===== src/rtl/seven_seg_scan.sv =====
// Time-multiplexed seven-segment driver: shadow-buffered hex digits are scanned
// one slot per COUNT_MAX cycles, with optional leading-zero blanking and polarity flip.

module seven_seg_digit #(
  parameter int LANE  = 0,
  parameter int BLANK = 0
) (
  input  logic [3:0] nib,
  input  logic       en,
  input  logic       tail_zero,
  output logic       lit,
  output logic [6:0] seg
);
  always_comb begin
    seg = 7'b0000000;
    case (nib)
      4'h0: seg = 7'b1111110;
      4'h1: seg = 7'b0110000;
      4'h2: seg = 7'b1101101;
      4'h3: seg = 7'b1111001;
      4'h4: seg = 7'b0110011;
      4'h5: seg = 7'b1011011;
      4'h6: seg = 7'b1011111;
      4'h7: seg = 7'b1110000;
      4'h8: seg = 7'b1111111;
      4'h9: seg = 7'b1110011;
      4'hA: seg = 7'b1110111;
      4'hB: seg = 7'b0011111;
      4'hC: seg = 7'b1001110;
      4'hD: seg = 7'b0111101;
      4'hE: seg = 7'b1001111;
      4'hF: seg = 7'b1000111;
      default: seg = 7'b0000000;
    endcase
  end

  // Digit 0 always shows something, even when the whole value is zero.
  assign lit = en && !((BLANK != 0) && (LANE != 0) && tail_zero);
endmodule

module seven_seg_scan #(
  parameter int N_DIGITS      = 4,
  parameter int COUNT_MAX     = 100000,
  parameter int ACTIVE_LOW    = 1,
  parameter int BLANK_LEADING = 0
) (
  input  logic                  clk,
  input  logic                  reset,
  input  logic [4*N_DIGITS-1:0] value,
  input  logic [N_DIGITS-1:0]   dp_in,
  input  logic [N_DIGITS-1:0]   digit_en,
  input  logic                  load,
  output logic [6:0]            segs,
  output logic                  dp,
  output logic [N_DIGITS-1:0]   anodes,
  output logic                  scan_tick
);
  localparam int CW = (COUNT_MAX > 1) ? $clog2(COUNT_MAX) : 1;
  localparam int IW = (N_DIGITS > 1) ? $clog2(N_DIGITS) : 1;
  localparam logic [CW-1:0] CNT_LAST = CW'(COUNT_MAX - 1);
  localparam logic [IW-1:0] IDX_LAST = IW'(N_DIGITS - 1);
  localparam logic          POL      = (ACTIVE_LOW != 0);

  logic [CW-1:0]           cnt;
  logic [IW-1:0]           idx;
  logic                    tick;
  logic [4*N_DIGITS-1:0]   sh_value;
  logic [N_DIGITS-1:0]     sh_dp;
  logic [N_DIGITS-1:0]     sh_en;

  logic [N_DIGITS-1:0][6:0] lane_seg;
  logic [N_DIGITS-1:0]      lane_lit;
  logic [N_DIGITS-1:0]      tail_zero;

  logic                cur_lit;
  logic [6:0]          cur_seg;
  logic                cur_dp;
  logic [N_DIGITS-1:0] cur_an;

  assign tick = (cnt == CNT_LAST);

  always_ff @(posedge clk) begin
    if (reset) begin
      cnt       <= '0;
      idx       <= '0;
      scan_tick <= 1'b0;
    end else begin
      cnt       <= tick ? '0 : cnt + CW'(1);
      scan_tick <= tick;
      if (tick) idx <= (idx == IDX_LAST) ? '0 : idx + IW'(1);
    end
  end

  always_ff @(posedge clk) begin
    if (reset) begin
      sh_value <= '0;
      sh_dp    <= '0;
      sh_en    <= '0;
    end else if (load) begin
      sh_value <= value;
      sh_dp    <= dp_in;
      sh_en    <= digit_en;
    end
  end

  for (genvar i = 0; i < N_DIGITS; i++) begin : g_lane
    // Leading-zero test looks at this nibble and every more-significant one.
    assign tail_zero[i] = (sh_value[4*N_DIGITS-1:4*i] == '0);

    seven_seg_digit #(
      .LANE (i),
      .BLANK(BLANK_LEADING)
    ) u_digit (
      .nib      (sh_value[4*i +: 4]),
      .en       (sh_en[i]),
      .tail_zero(tail_zero[i]),
      .lit      (lane_lit[i]),
      .seg      (lane_seg[i])
    );
  end

  // Selector loop rather than a direct index so non-power-of-two widths stay clean.
  always_comb begin
    cur_lit = 1'b0;
    cur_seg = 7'b0000000;
    cur_dp  = 1'b0;
    cur_an  = '0;
    for (int i = 0; i < N_DIGITS; i++) begin
      if (idx == IW'(i)) begin
        cur_lit   = lane_lit[i];
        cur_seg   = lane_seg[i];
        cur_dp    = sh_dp[i];
        cur_an[i] = 1'b1;
      end
    end
  end

  always_ff @(posedge clk) begin
    if (reset) begin
      segs   <= {7{POL}};
      dp     <= POL;
      anodes <= {N_DIGITS{POL}};
    end else begin
      segs   <= (cur_lit ? cur_seg : 7'b0000000) ^ {7{POL}};
      dp     <= (cur_lit & cur_dp) ^ POL;
      anodes <= (cur_lit ? cur_an : '0) ^ {N_DIGITS{POL}};
    end
  end
endmodule


===== config.mk =====
export PLATFORM = sky130hd
export DESIGN_NAME = seven_seg_scan
export DESIGN_NICKNAME = d
export VERILOG_FILES = /design/src/rtl/seven_seg_scan.sv
export SDC_FILE = /design/constraint.sdc
export NUM_CORES = 1
export LEC_CHECK = 0
export CORE_MARGIN = 4
export CORE_UTILIZATION = 35
export DETAILED_ROUTE_END_ITERATION = 12
export GPL_TIMING_DRIVEN = 1
export PLACE_DENSITY = 0.55
export SLEW_MARGIN = 40
export SYNTH_ARGS = -nofsm -noshare
export SYNTH_HDL_FRONTEND = slang
export SYNTH_SLANG_ARGS = --single-unit
export TNS_END_PERCENT = 20

===== constraint.sdc =====
create_clock -name clk -period 2.8 [get_ports clk]
set_input_delay 0.84 -clock clk [delete_from_list [all_inputs] [get_ports clk]]
set_output_delay 0.84 -clock clk [all_outputs]
set_load 0.1 [all_outputs]

==> metrics.md, run 1 <==
| Metric | Value |
|---|---|
| Status | finished clean |
| Starting Density | 36.49% |
| DP HPWL | approximately 6.6 mm |
| Post-synthesis simple-gate area fraction | 17.84% |
| R2R setup slack | roughly 0.42 ns |
| P_int | ~2100 uW |
| Post-CTS setup buffers | 0 |
| Max_slew headroom | 56.82% |
| Setup TNS | 0 ns |
| Critical path peak fanout | 6 |
| Avg Cell Area, Syn | approximately 9.1 um^2 |
| GRT overflow | 0 |
| Via Count | around 3,200 |
| Skew final | 0.004761 ns |
| Post-synth EDFFs | 0 |
| Leakage | roughly 0.0021 uW |
| Maximum clock insertion buffer count | 2 |
| Worst Setup EP | g_lane[3].u_digit.seg[3] |
| Seq pwr share | around 46% |
| Die Area | 13,280 um^2 |
| GRT Total Usage | 14.15% |
| Synth Flop Type | dfxtp_1 |
| Power, Total | approximately 2800 uW |
| CP required | about 3.0 ns |
| Vias in the first global route | about 3,200 |
| Largest net degree at the start of global routing | 20 |
| Period utilization | between 90% and 100% |
| RSZ-0062 raised after global routing | no |
| Fmax achieved | around 390 MHz |
| Worst min path class | flip-flop to flip-flop |
| CP startpoint kind | input port |
| Post-Route WL | just under 9 mm |
| Final setup violation count | 0 |
| Switching share of power | between 20% and 30% |
| Fillers | about 1,100 |
| Synth Register Bits | 84 |
| Core ar. | approximately 11,000 um^2 |
| CTS resizes | 0 |
| Nets@finish | roughly 560 |
| Adder-Cell Fraction of Synth Area | between 10% and 20% |
| WL/cell | ~14 um |
| Clk slew on worst S/H paths | about 0.06 ns |
| Yosys Warn Count | 0 |
| Compound-Gate Fraction of Synth Area | around an eighth |
| Ys async rst share | 0% |
| Pre-Repair DR Iteration Count | 4 |
| CTS Buf Count | 9 |
| Clk pwr share | roughly 41% |
| Initial DRC Count | around 120 |
| DRC Markers | 0 |
| Chip height | between 100 and 150 um |
| Design Area, Final | between 4000 and 5000 um^2 |
| Maxcap violations | 0 |
| Die Span X | 115.2 um |
| Peak VDD IR | 0.0002536 V |
| Worst-Margin Slew | approximately 0.65 ns |
| FP Rows | 38 |
| Post-Syn Instances | between 400 and 500 |
| FF-to-FF Start | cnt[0] |
| Cell Pwr Density | about 560 nW/um^2 |
| Crit Path Class | input port to flip-flop |
| CTS root buf | clkbuf_16 |
| Worst setup path start | reset |
| Worst Setup End Kind | flip-flop |
| Num ports | 40 |
| Vias per cell | around 5 |
| R2R Path End | cnt[8] |
| Placer Congestion | slightly below 0.8 |
| TritonCTS Sinks | 84 |
| Input/output buffers | 39 |
| Post-synthesis mux area share | 8.828% |
| Post-Layout Cell Count | roughly 640 |
| Diode count | 0 |
| Global-route wire length before repair | approximately 15 mm |
| Fin. Hold Viols | 0 |
| CTS tree | yes |
| Clk Latency, worst-skew pair | between 0.3 and 0.4 ns |
| Largest family of logic cells by synthesized area | simple AND/OR/NAND/NOR gates |
| Post-synthesis xor/xnor area fraction | 3.482% |
| Comb power frac | between 10% and 20% |
| Synth Net Count | between 500 and 600 |
| Initial antenna violation count | 0 |
| Min cycle time layout | around 2.6 ns |
| Switch Pwr | a little under 700 uW |
| WP data arrival | around 2.8 ns |
| Max Slew Vio Count | 0 |
| Netlist cell types | 46 |
| Area Overhead vs Synth | 23.13% |
| Mapped Area | about 4000 um^2 |
| # H-tree levels | 3 |
| Register area share after synthesis | 41.78% |
| DP Cell Count | approximately 630 |
| DP Area | around 4700 um^2 |
| Antenna viol nets, final | 0 |
| Post-CTS Hold Buffers | 0 |
| R2R cell count | 5 |
| Share of layout cells above drive strength 1 | between 10% and 20% |
==> synthesized netlist by cell type, types with 2 or more instances <==
cell type  number  share of area, %
dfxtp_1        84                42
nor2_1         48               4.5
nand2_1        37               3.5
ha_1           33                10
mux2i_1        31               7.7
inv_1          24               2.2
o21ai_0        17               2.1
clkbuf_1       15               1.4
nand3_1        14               1.7
xnor2_1        14               3.0
a22oi_1        12               2.2
nor3_1         12               1.5
a21oi_1        10               1.2
nor2b_1         9               1.4
o31ai_1         8               1.5
a221oi_1        7               1.5
a31oi_1         6              0.93
or2_2           6              0.93
nand4_1         5              0.78
and3_1          4              0.62
mux2_2          4               1.1
nor4_1          4              0.62
buf_2           3              0.37
a2111oi_0       2              0.44
a211o_1         2              0.44
a211oi_1        2              0.37
a2bb2oi_1       2              0.44
a31o_2          2              0.44
and4_1          2              0.44
nand2b_1        2              0.31
o211ai_1        2              0.37
o22a_1          2              0.44
or3_1           2              0.31
or4_1           2              0.37
or4b_1          2              0.50
xor2_1          2              0.44
==> worst min-delay path by stage <==
| stage | from | endpoint | cells past startpoint |
|---|---|---|---|
| after global routing | sh_en[3] | anodes[3] | 1 |
| after CTS | sh_value[4] | sh_value[4] | 2 |
| after global placement | sh_value[1] | sh_value[1] | 2 |
| after floorplan | sh_en[3] | anodes[3] | 1 |
| after detailed placement | sh_value[4] | sh_value[4] | 2 |
| final | sh_value[4] | sh_value[4] | 2 |
==> final cells by class <==
cell class,instances,area (um^2),share of cell area (%)
multi-input cells,313,2170,43.78
flip-flops and latches,84,1682,33.93
repair buffers,64,553.0,11.16
clock buffers,10,229.0,4.620
well taps,140,175.2,3.534
inverters,25,93.84,1.893
clock inverters,5,53.80,1.086
==> power by group through the flow <==
stage	Combinational, uW	Clock [uW]	Sequential, uW
finish	364	1140	1290
global route	407	1220	1300
CTS	366	1170	1290
detailed placement	365	0	1320
global placement	361	0	1320
floorplan	206	0	1340
==> critical path, stage by stage <==
cell and delay [ns]:
clkdlybuf4s50_1 0.50, or2_2 0.38, ha_1 0.36, nand2b_1 0.10, mux2i_1 0.08, a2111oi_0 0.43
a21oi_1 0.07
==> placed cells by master (no fill, tap or decap), types with 3 or more instances in the layout <==
master	n
o21ai_0	17
inv_1	24
mux2i_1	31
or2_2	6
clkinv_2	3
a22oi_1	12
xnor2_1	14
nor3_1	12
nor2_1	48
clkbuf_16	9
buf_4	37
clkdlybuf4s50_1	25
a31oi_1	6
nor4_1	4
ha_1	33
nor2b_1	9
a21oi_1	10
o31ai_1	8
nand2_1	37
dfxtp_1	84
mux2_2	4
nand4_1	5
a221oi_1	7
and3_1	4
nand3_1	14
==> registers in the layout (all words and copies together), names as in the netlist <==
name                cells
dp                      1
segs                    7
sh_value               16
cnt                    17
sh_en                   4
sh_dp                   4
scan_tick               1
g_lane.u_digit.seg     28
idx                     2
anodes                  4
==> through the flow <==
stage | hold slack, ns | setup WS, ns | util, %
final | 0.4897 | 0.2386 | 44.93
after global placement | 0.4730 | 0.03566 | 42.37
after detailed placement | 0.4792 | -0.1099 | 42.37
after floorplan | 0.3879 | 0.05309 | -
after CTS | 0.4949 | 0.2556 | 44.93
after global routing | 0.5007 | 0.09624 | 44.93
==> routing by layer <==
| layer | global-route usage [%] | wire [um] | part of all wire [%] | vias up |
|---|---|---|---|---|
| met2 | 23.77 | 4197 | 48 | 46 |
| met3 | 2.947 | 253 | 2.9 | 10 |
| met4 | 6.025 | 150 | 1.7 | 0 |
| met1 | 17.57 | 4103 | 47 | 1487 |
| li1 | - | - | - | 1652 |
| met5 | 0 | 0 | 0 | - |
==> logic make-up after synthesis <==
kind of cell | count (synthesis)
adders and majority gates | 33
muxes | 35
AOI/OAI and AO/OA | 78
and+or+nand+nor | 151
xor gates and xnor gates | 16
buffers and inverters | 46
DFF | 84
Power figures use the tool's default switching activity.
==> inputs of run 2 (changes only) <==
- CORE_UTILIZATION: 35 -> 51
- PLACE_DENSITY: 0.55 -> 0.75
==> metrics.md, run 2 (synthesis results as in run 1) <==
| Metric | Value |
|---|---|
| WL/cell | 13.46 um (-0.90%) |
| R2R setup slack | 0.57 ns (+0.15 ns) |
| Post-CTS Hold Buffers | 0 (unchanged) |
| Peak VDD IR | 0.0002785 V (+9.8%) |
| Post-Route WL | 8.143 mm (-6.5%) |
| Skew final | 0.008791 ns (+0.004030 ns) |
| Period utilization | 88.64% (-2.8 points) |
| FF-to-FF Start | cnt[0] |
| RSZ-0062 raised after global routing | no |
| Commonest non-fill, non-tap cell in the layout | dfxtp_1 |
| Max reg flops | 28 (unchanged) |
| Core ar. | 7687 um^2 (-30%) |
| Global-route wire length before repair | 14.15 mm (-5.3%) |
| Switching share of power | 27.23% (+2.7 points) |
| Initial DRC Count | 99 (-20%) |
| Fmax achieved | 402.9 MHz (+3.2%) |
| Setup TNS | 0 ns (unchanged) |
| CTS resizes | 0 (unchanged) |
| CTS tree | yes |
| Status | finished clean |
| Switch Pwr | 664.3 uW (-3.1%) |
| Leakage | 0.002011 uW (-2.8%) |
| Maxcap violations | 0 (unchanged) |
| Area Overhead vs Synth | 19.18% |
| GRT overflow | 0 (unchanged) |
| CP startpoint kind | input port |
| Fin. Hold Viols | 0 (unchanged) |
| P_int | 1775 uW (-16%) |
| Most frequent cells in the layout | dfxtp_1 (84), nor2_1 (48), buf_4 (39), nand2_1 (37), ha_1 (33) |
| Pre-Repair DR Iteration Count | 5 (+1) |
| Input/output buffers | 39 (unchanged) |
| Crit Path Class | input port to flip-flop |
| Seq pwr share | 52.8% (+6.5 points) |
| Comb power frac | 14.7% (+1.7 points) |
| Starting Density | 52.36% (+16 points) |
| Initial antenna violation count | 0 (unchanged) |
| DP HPWL | 6.055 mm (-7.8%) |
| Min cycle time layout | 2.482 ns (-0.07942 ns) |
| Maximum clock insertion buffer count | 2 (unchanged) |
| Cell Pwr Density | 508.5 nW/um^2 (-9.8%) |
| Clk pwr share | 32.4% (-8.3 points) |
| CTS Buf Count | 9 (unchanged) |
| FP Rows | 32 (-16%) |
| R2R Path End | idx[0] |
| CTS root buf | clkbuf_8 |
| WP data arrival | 2.71 ns (-0.06 ns) |
| Power, Total | 2439 uW (-13%) |
| Diode count | 0 (unchanged) |
| Share of layout cells above drive strength 1 | 13.92% (+0.34 points) |
| Vias per cell | 5.230 (+4.9%) |
| Placer Congestion | 0.8591 (+9.9%) |
| R2R cell count | 5 (unchanged) |
| Nets@finish | 558 (+0.18%) |
| Via Count | 3,164 (-0.97%) |
| Worst-Margin Slew | 0.5721 ns (-0.07557 ns) |
| Largest net degree at the start of global routing | 20 (unchanged) |
| Final setup violation count | 0 (unchanged) |
| Worst min path class | flip-flop to flip-flop |
| Antenna viol nets, final | 0 (unchanged) |
| Critical path peak fanout | 19 (+13) |
| Min-Delay Endpoint | anodes[3] |
| TritonCTS Sinks | 84 (unchanged) |
| Clk slew on worst S/H paths | 0.09 ns (+0.03 ns) |
| Final Util | 62.40% (+17 points) |
| Vias in the first global route | 3,081 (-3.5%) |
| CP required | 3.03 ns (+0.03 ns) |
| Max_slew headroom | 61.86% (+5.0 points) |
| DRC Markers | 0 (unchanged) |
| Hold Path Stages | 1 (-1) |
| Post-CTS setup buffers | 0 (unchanged) |
| Clk Latency, worst-skew pair | 0.35 ns (+0.02 ns) |
| Max Slew Vio Count | 0 (unchanged) |
| # H-tree levels | 3 (unchanged) |
| Die Span X | 96.84 um (-16%) |
| Chip height | 96.84 um (-16%) |
| Worst Setup End Kind | flip-flop |
| HP Start | sh_en[3] |
| Die Area | 9378 um^2 (-29%) |
| Num ports | 40 (unchanged) |
| GRT Total Usage | 18.05% (+3.9 points) |
[run 2: cell types whose count changed in the layout (fill, tap and decap cells not counted)]
| cell | before | now |
|---|---|---|
| clkinvlp_4 | 0 | 2 |
| buf_12 | 1 | 0 |
| clkinv_2 | 3 | 1 |
| o41ai_1 | 0 | 1 |
| bufinv_16 | 1 | 0 |
| inv_6 | 0 | 2 |
| o41ai_2 | 1 | 0 |
| clkbuf_1 | 1 | 0 |
| buf_4 | 37 | 39 |
| clkbuf_8 | 0 | 10 |
| clkbuf_16 | 9 | 0 |
[run 2: worst max path at each step]
stage	startpoint	to	cells past startpoint
floorplan	load	g_lane[3].u_digit.seg[3]	9
global placement	reset	g_lane[2].u_digit.seg[3]	8
detailed placement	reset	g_lane[3].u_digit.seg[3]	7
global route	reset	g_lane[2].u_digit.seg[3]	8
CTS	reset	g_lane[3].u_digit.seg[3]	7
finish	reset	g_lane[2].u_digit.seg[3]	8
[run 2: metrics by stage]
| step | instances | hold slack (ns) | cell area, um^2 | setup WS [ns] |
|---|---|---|---|---|
| detailed placement | 589 | 0.4113 | 4613 | -0.01242 |
| global placement | 589 | 0.3996 | 4613 | 0.03343 |
| floorplan | 443 | 0.3879 | 4025 | 0.05309 |
| CTS | 605 | 0.4260 | 4797 | 0.3620 |
| global route | 605 | 0.4484 | 4797 | 0.1559 |
| finish | 605 | 0.4215 | 4797 | 0.3180 |
[run 2: critical path, cell delays in order]
cell	delay (ns)
clkdlybuf4s50_1	0.55
buf_4	0.26
nor2_1	0.10
ha_1	0.35
nand2b_1	0.09
mux2i_1	0.07
a2111oi_0	0.38
a21oi_1	0.07
[run 2: routing by layer]
metal / GRT usage [%] / share of wire (%) / up-vias
met4: 7.235 / 0.81 / 0
li1: - / - / 1659
met1: 23.59 / 50 / 1432
met3: 4.542 / 4.3 / 6
met5: 0 / 0 / -
met2: 28.50 / 45 / 67
[run 2: power by group through the flow]
stage | clock network (uW) | registers [uW] | logic, uW
global placement | 0 | 1320 | 349
global route | 866 | 1300 | 400
floorplan | 0 | 1340 | 206
finish | 791 | 1290 | 359
detailed placement | 0 | 1320 | 357
CTS | 818 | 1290 | 358
[run 2: cell type report]
| cell class | instances | area, um^2 |
|---|---|---|
| fillers | 689 | 2890 |
| multi-input cells | 313 | 2162 |
| flip-flops and latches | 84 | 1682 |
| repair buffers | 65 | 548.0 |
| clock buffers | 10 | 137.6 |
| well taps | 102 | 127.6 |
| inverters | 25 | 93.84 |
| clock inverters | 6 | 46.29 |
==> inputs of run 3 (changes only) <==
- CORE_UTILIZATION: 51 -> 50
- SLEW_MARGIN: 40 -> 20
- SYNTH_HIERARCHICAL: not set -> 1
- TNS_END_PERCENT: 20 -> not set
==> metrics.md, run 3 <==
| Metric | Value |
|---|---|
| Status | finished clean |
| Die Area | 8311 um^2 (-11%) |
| Via Count | 2,807 (-11%) |
| # H-tree levels | 2 (-1) |
| CTS tree | yes |
| Core ar. | 6756 um^2 (-12%) |
| HP Start | sh_en[3] |
| WP data arrival | 2.26 ns (-0.45 ns) |
| Skew final | 0.003188 ns (-0.005602 ns) |
| R2R Path End | idx[0] |
| Max reg flops | 17 (-39%) |
| Yosys Warn Count | 6 (+6) |
| Worst Setup End Kind | flip-flop |
| Post-CTS Hold Buffers | 0 (unchanged) |
| FF-to-FF Start | cnt[5] |
| Worst-Margin Slew | 0.6270 ns (+0.05486 ns) |
| Nets@finish | 494 (-11%) |
| Chip height | 91.17 um (-5.9%) |
| Maxcap violations | 0 (unchanged) |
| Leakage | 0.001537 uW (-24%) |
| Clk Latency, worst-skew pair | 0.32 ns (-0.03 ns) |
| Diode count | 0 (unchanged) |
| Period utilization | 71.48% (-17 points) |
| Hold Path Stages | 1 (unchanged) |
| Worst min path class | flip-flop to flip-flop |
| Input/output buffers | 39 (unchanged) |
| FP Rows | 30 (-6.3%) |
| DRC Markers | 0 (unchanged) |
| Cell Pwr Density | 440.2 nW/um^2 (-13%) |
| Starting Density | 51.19% (-1.2 points) |
| Top cell family by delay on the critical path | simple AND/OR/NAND/NOR gates |
| Post-CTS setup buffers | 0 (unchanged) |
| Setup TNS | 0 ns (unchanged) |
| Post-Syn Instances | 411 (-7.2%) |
| GRT Total Usage | 17.64% (-0.40 points) |
| Placer Congestion | 0.8240 (-4.1%) |
| Fmax achieved | 499.6 MHz (+24%) |
| Clk slew on worst S/H paths | 0.10 ns (about the same) |
| Antenna viol nets, final | 0 (unchanged) |
| Initial antenna violation count | 0 (unchanged) |
| Max_slew headroom | 58.20% (-3.7 points) |
| Max Slew Vio Count | 0 (unchanged) |
| Avg Cell Area, Syn | 8.414 um^2 (-7.4%) |
| Slowest-stage cell, CP | or4_4 |
| Min-Delay Endpoint | anodes[3] |
| CP required | 3.06 ns (+0.03 ns) |
| Mapped Area | 3458 um^2 (-14%) |
| Largest net degree at the start of global routing | 25 (+25%) |
| R2R setup slack | 0.80 ns (+0.23 ns) |
| GRT overflow | 0 (unchanged) |
| Die Span X | 91.17 um (-5.9%) |
| Initial DRC Count | 136 (+37%) |
| Crit path buffers/inverters | 0 (-2) |
| R2R cell count | 4 (-1) |
| Maximum clock insertion buffer count | 2 (unchanged) |
| Place WS | 0.5820 ns (+0.5944 ns) |
| CTS resizes | 0 (unchanged) |
| Final setup violation count | 0 (unchanged) |
| Commonest non-fill, non-tap cell in the layout | dfxtp_1 |
| Fillers | 625 (-9.3%) |
| RSZ-0062 raised after global routing | no |
| Share of layout cells above drive strength 1 | 8.046% (-5.9 points) |
| Global-route wire length before repair | 12.26 mm (-13%) |
| Reg with most FFs | cnt |
| Most frequent cells in the layout | dfxtp_1 (56), nor2_1 (49), nand2_1 (35), ha_1 (33), inv_1 (29) |
| Synth Net Count | 471 (-6.4%) |
| Post-Route WL | 6.946 mm (-15%) |
| Area Overhead vs Synth | 12.63% |
| CTS Buf Count | 5 (-4) |
| Peak VDD IR | 0.0002839 V (+1.9%) |
| WL/cell | 13.49 um (+0.21%) |
| CTS root buf | clkbuf_8 |
| Num ports | 40 (unchanged) |
| CP max stage delay | 0.59 ns (+0.04 ns) |
| Vias per cell | 5.450 (+4.2%) |
| TritonCTS Sinks | 56 (-33%) |
| DP HPWL | 5.246 mm (-13%) |
| Worst setup margin | 0.7985 ns (+0.4805 ns) |
| Crit Path Class | flip-flop to flip-flop |
| Regs by FF count | cnt x17, sh_value x16, segs x7 |
| Critical path peak fanout | 5 (-14) |
| Fin. Hold Viols | 0 (unchanged) |
| Min cycle time layout | 2.001 ns (-0.4805 ns) |
| Pre-Repair DR Iteration Count | 4 (-1) |
| CP cell instances | or4b_1 -> or4_4 -> or3_1 -> a21oi_2 |
| Vias in the first global route | 2,764 (-10%) |
| CP startpoint kind | flip-flop |
[run 3: per-stage QoR]
| step | hold slack (ns) | cell area, um^2 | utilization [%] | cells | power [uW] |
|---|---|---|---|---|---|
| 3_5_place_dp | 0.4276 | 3784 | 56.00 | 507 | 1182 |
| 4_1_cts | 0.4544 | 3895 | 57.65 | 515 | 1735 |
| 3_3_place_gp | 0.4161 | 3784 | 56.00 | 507 | 1172 |
| 5_1_grt | 0.4936 | 3895 | 57.65 | 515 | 1799 |
| 2_1_floorplan | 0.4294 | 3458 | - | 411 | 1106 |
| 6_report | 0.4516 | 3895 | 57.65 | 515 | 1715 |
[run 3: metal layers]
metal	up-vias	wire length (um)	global-route usage, %
li1	1442	-	-
met1	1312	3207	21.57
met2	42	3374	30.17
met3	11	265	3.894
met4	0	97	6.658
met5	-	0	0
[run 3: final cells by class]
| type | instances | area [um^2] | share of cell area, % |
|---|---|---|---|
| clock inverters | 2 | 38.79 | 0.9958 |
| inverters | 30 | 112.6 | 2.891 |
| well taps | 80 | 100.1 | 2.570 |
| clock buffers | 6 | 72.57 | 1.863 |
| multi-input cells | 297 | 2054 | 52.75 |
| repair buffers | 44 | 395.4 | 10.15 |
| flip-flops and latches | 56 | 1121 | 28.78 |
[run 3: how the worst max path moves through the flow]
stage            from         to  cells past startpoint
2_1_floorplan    load   sh_dp[1]                      4
3_3_place_gp    reset     cnt[3]                      5
3_5_place_dp    reset    cnt[13]                      5
4_1_cts        cnt[5]     idx[0]                      4
5_1_grt        idx[0]  anodes[2]                      7
6_report       cnt[5]     idx[0]                      4
[run 3: power breakdown]
group	total [uW]	internal, uW	switching (uW)
logic	296	142	155
clock network	550	271	279
registers	868	825	43.3
total	1710	1240	477
==> RTL edit 1, RTL diff (settings of run 2) <==
The parameter `N_DIGITS` goes from 4 to 2.
--- a/src/rtl/seven_seg_scan.sv
+++ b/src/rtl/seven_seg_scan.sv
@@ -40,5 +40,5 @@
 
 module seven_seg_scan #(
-  parameter int N_DIGITS      = 4,
+  parameter int N_DIGITS      = 2,
   parameter int COUNT_MAX     = 100000,
   parameter int ACTIVE_LOW    = 1,
Interface: changed (resized anodes, digit_en, dp_in and value); port bits go from 40 to 26. The function was not compared with the original's and may differ.
==> RTL edit 1 against run 2 <==
  * Fmax decreased by 1.8%
  * Cell count decreased by 45%
  * Hold slack better by 0.014 ns
  * Routed wire length decreased by 45%
  * Final area down 41%
  * Sequential cell count decreased by 29
  * Setup slack lost 0.044 ns
  * Total power is 39% lower
  * Sequential power down 35%
  * Clock skew decreased by 0.0053 ns
  * Area after synthesis decreased by 40%
  * Global-route usage down 2.4 points
  * Critical path type unchanged
  * Largest power group unchanged
==> RTL edit 1: results (changes against run 2) <==
P_comb 0.000203 W (-43%); worst skew pair latency 0.29 ns (-0.06 ns); clk tree area frac 3.36% (-0.47 points); Fill cells 382 (-45%); CP max stage delay 0.50 ns (-0.05 ns); Inverters 11 (-56%); max FFs per register 17 (-39%); outcome completed; # H-tree levels 2 (-1); crit path setup slack, layout 0.274 ns (-0.0445 ns); adder-cell share of the synthesized area 7.73% (-2.5 points); largest net degree at the start of global routing 23 (+15%); Worst VDD drop 0.348 mV (+25%); compound-gate portion of the synthesized area 6.13% (-7.2 points); I/O Buffers 25 (-36%); Signal buf overhead 10.6% (-0.81 points); vias in the first global route 1,635 (-47%); Post-Synthesis Cells 250 (-44%); Routed WL 4450 um (-45%); largest cells by area after synthesis dfxtp_1 45%, ha_1 7.7%, mux2i_1 5.8%, nor2_1 5.6%, mux2_2 5.6%; # nets final 310 (-44%); Final Util 63.2% (+0.82 points); r2r setup slk 0.84 ns (+0.27 ns); clkbuf count 7 (-3); Sink Count 55 (-35%); count of cell types in the netlist 38 (-17%); global-route wire length before repair 7580 um (-46%); Leak 1.12 nW (-44%); multi-input combinational cell count 175 (-44%); DRT Pass-1 Iters 4 (-1); hpwl dp 3290 um (-46%); PwrDens 524 nW/um2 (+3.0%); crit path max fanout 13 (-6); DR vias 1,765 (-44%); cts bufs inserted 5 (-4); multiplexer share of the synthesized area 11.3% (+2.5 points); WHS 0.435 ns (+0.0137 ns); dpl ws -0.0315 ns (-0.0191 ns); syn nets 280 (-44%); relative slew slack 70.4% (+8.6 points); layout cells sized above 1 14.6% (+0.67 points)
RTL edit 1: kinds of logic after synthesis:
family                   count (synthesis)
multiplexers                            26
adder cells (fa/ha/maj)                 15
XOR/XNOR                                18
AO/OA/AOI/OAI                           23
flip-flops                              55
AND/OR/NAND/NOR                         93
buffers and inverters                   20
RTL edit 1: metal layers:
metal | share of wire [%] | vias up | global-route usage (%)
met5 | 0 | - | 0
met4 | 0.43 | 0 | 4.09
met3 | 4.6 | 2 | 3.40
met2 | 47 | 40 | 26.1
met1 | 48 | 803 | 20.4
li1 | - | 920 | -
RTL edit 1: path summary, 6_finish.rpt:
check | end | cells past startpoint | start
setup / recovery | g_lane[1].u_digit.seg[3] | 9 | load
hold / removal | anodes[1] | 1 | sh_en[1]
setup reg to reg | cnt[10] | 5 | cnt[0]
hold reg to reg | anodes[1] | 1 | sh_en[1]
==> RTL edit 2, RTL diff (config.mk and constraints of run 2) <==
Made on the original files. Make the reset (`reset`) asynchronous in 3 clocked blocks.
--- a/src/rtl/seven_seg_scan.sv
+++ b/src/rtl/seven_seg_scan.sv
@@ -80,5 +80,5 @@
   assign tick = (cnt == CNT_LAST);
 
-  always_ff @(posedge clk) begin
+  always_ff @(posedge clk or posedge reset) begin
     if (reset) begin
       cnt       <= '0;
@@ -92,5 +92,5 @@
   end
 
-  always_ff @(posedge clk) begin
+  always_ff @(posedge clk or posedge reset) begin
     if (reset) begin
       sh_value <= '0;
@@ -136,5 +136,5 @@
   end
 
-  always_ff @(posedge clk) begin
+  always_ff @(posedge clk or posedge reset) begin
     if (reset) begin
       segs   <= {7{POL}};
Formal check against the unedited RTL: differs if reset is asserted again (counterexample within 4 cycles, from zero or initial values and one cycle with reset high); with reset held inactive, the same outputs for 10 cycles.
==> RTL edit 2 against run 2 <==
  * Clock skew shrank 0.0013 ns
  * Area after synthesis down 17%
  * Register-to-register slack improved by 0.27 ns
  * First-iteration DRC count grew 39%
  * Final area down 20%
  * Sequential cell count shrank 28
  * Setup slack improved by 0.49 ns
  * Via count is 18% lower
  * Routed wire length decreased by 18%
  * Die area shrank 16%
  * Total power down 23%
==> RTL edit 2: results (changes against run 2) <==
WHS 0.455 ns (+0.0338 ns); hpwl dp 4760 um (-21%); crit path max fanout 1 (-18); metal3 WL 341 um (-2.0%); met2 wire len 3110 um (-16%); outcome completed; largest cells by area after synthesis dfrtp_1 33%, dfstp_2 9.5%, ha_1 9.4%, nand2_1 4.3%, o21ai_0 3.9%; DRT Pass-1 Iters 4 (-1); largest net degree at the start of global routing 57 (+190%); initial DRC count 138 (+39%); DR vias 2,588 (-18%); # H-tree levels 2 (-1); r2r setup slk 0.84 ns (+0.27 ns); ys async rst share 100% (+100 points); Clock Power Share 25.2% (-7.2 points); met3 Use GR 3.26% (-1.3 points); slowest CP cell dfstp_2; syn_area_per_cell 9.47 um2 (+4.3%); layout cells sized above 1 14.8% (+0.89 points); global-route wire length before repair 11,400 um (-19%); vias in the first global route 2,523 (-18%); Routed met1 length 3070 um (-24%); top post-synthesis cells by count 44 x dfrtp_1, 38 x nand2_1, 34 x nor2_1; Yosys top cell area share 33.0% (-8.8 points); PwrDens 490 nW/um2 (-3.6%)
-- RTL edit 2: how the worst max path moves through the flow --
stage / end / slack (ns)
floorplan: cnt[0] / 0.61
global placement: sh_dp[0] / 0.66
detailed placement: sh_value[2] / 0.65
global route: segs[5] / 0.64
finish: segs[2] / 0.80
CTS: segs[2] / 0.81
-- RTL edit 2: logic make-up after synthesis --
group | after synthesis | synth area share, %
flip-flops | 56 | 42.5
AND/OR/NAND/NOR | 124 | 17.9
buffers and inverters | 35 | 4.95
AO/OA/AOI/OAI | 82 | 16.5
adder cells (fa/ha/maj) | 25 | 9.38
XOR/XNOR | 15 | 3.94
multiplexers | 15 | 4.88
-- RTL edit 2: layout make-up --
class                      count  area, um2  area share, %
timing repair buffer          41        385           10.1
multi-input combinational    261       1750           45.9
clock buffer                   5       68.8           1.80
inverter                      19       71.3           1.87
sequential                    56       1420           37.1
clock inverter                 3       27.5          0.721
tap                           77       96.3           2.52
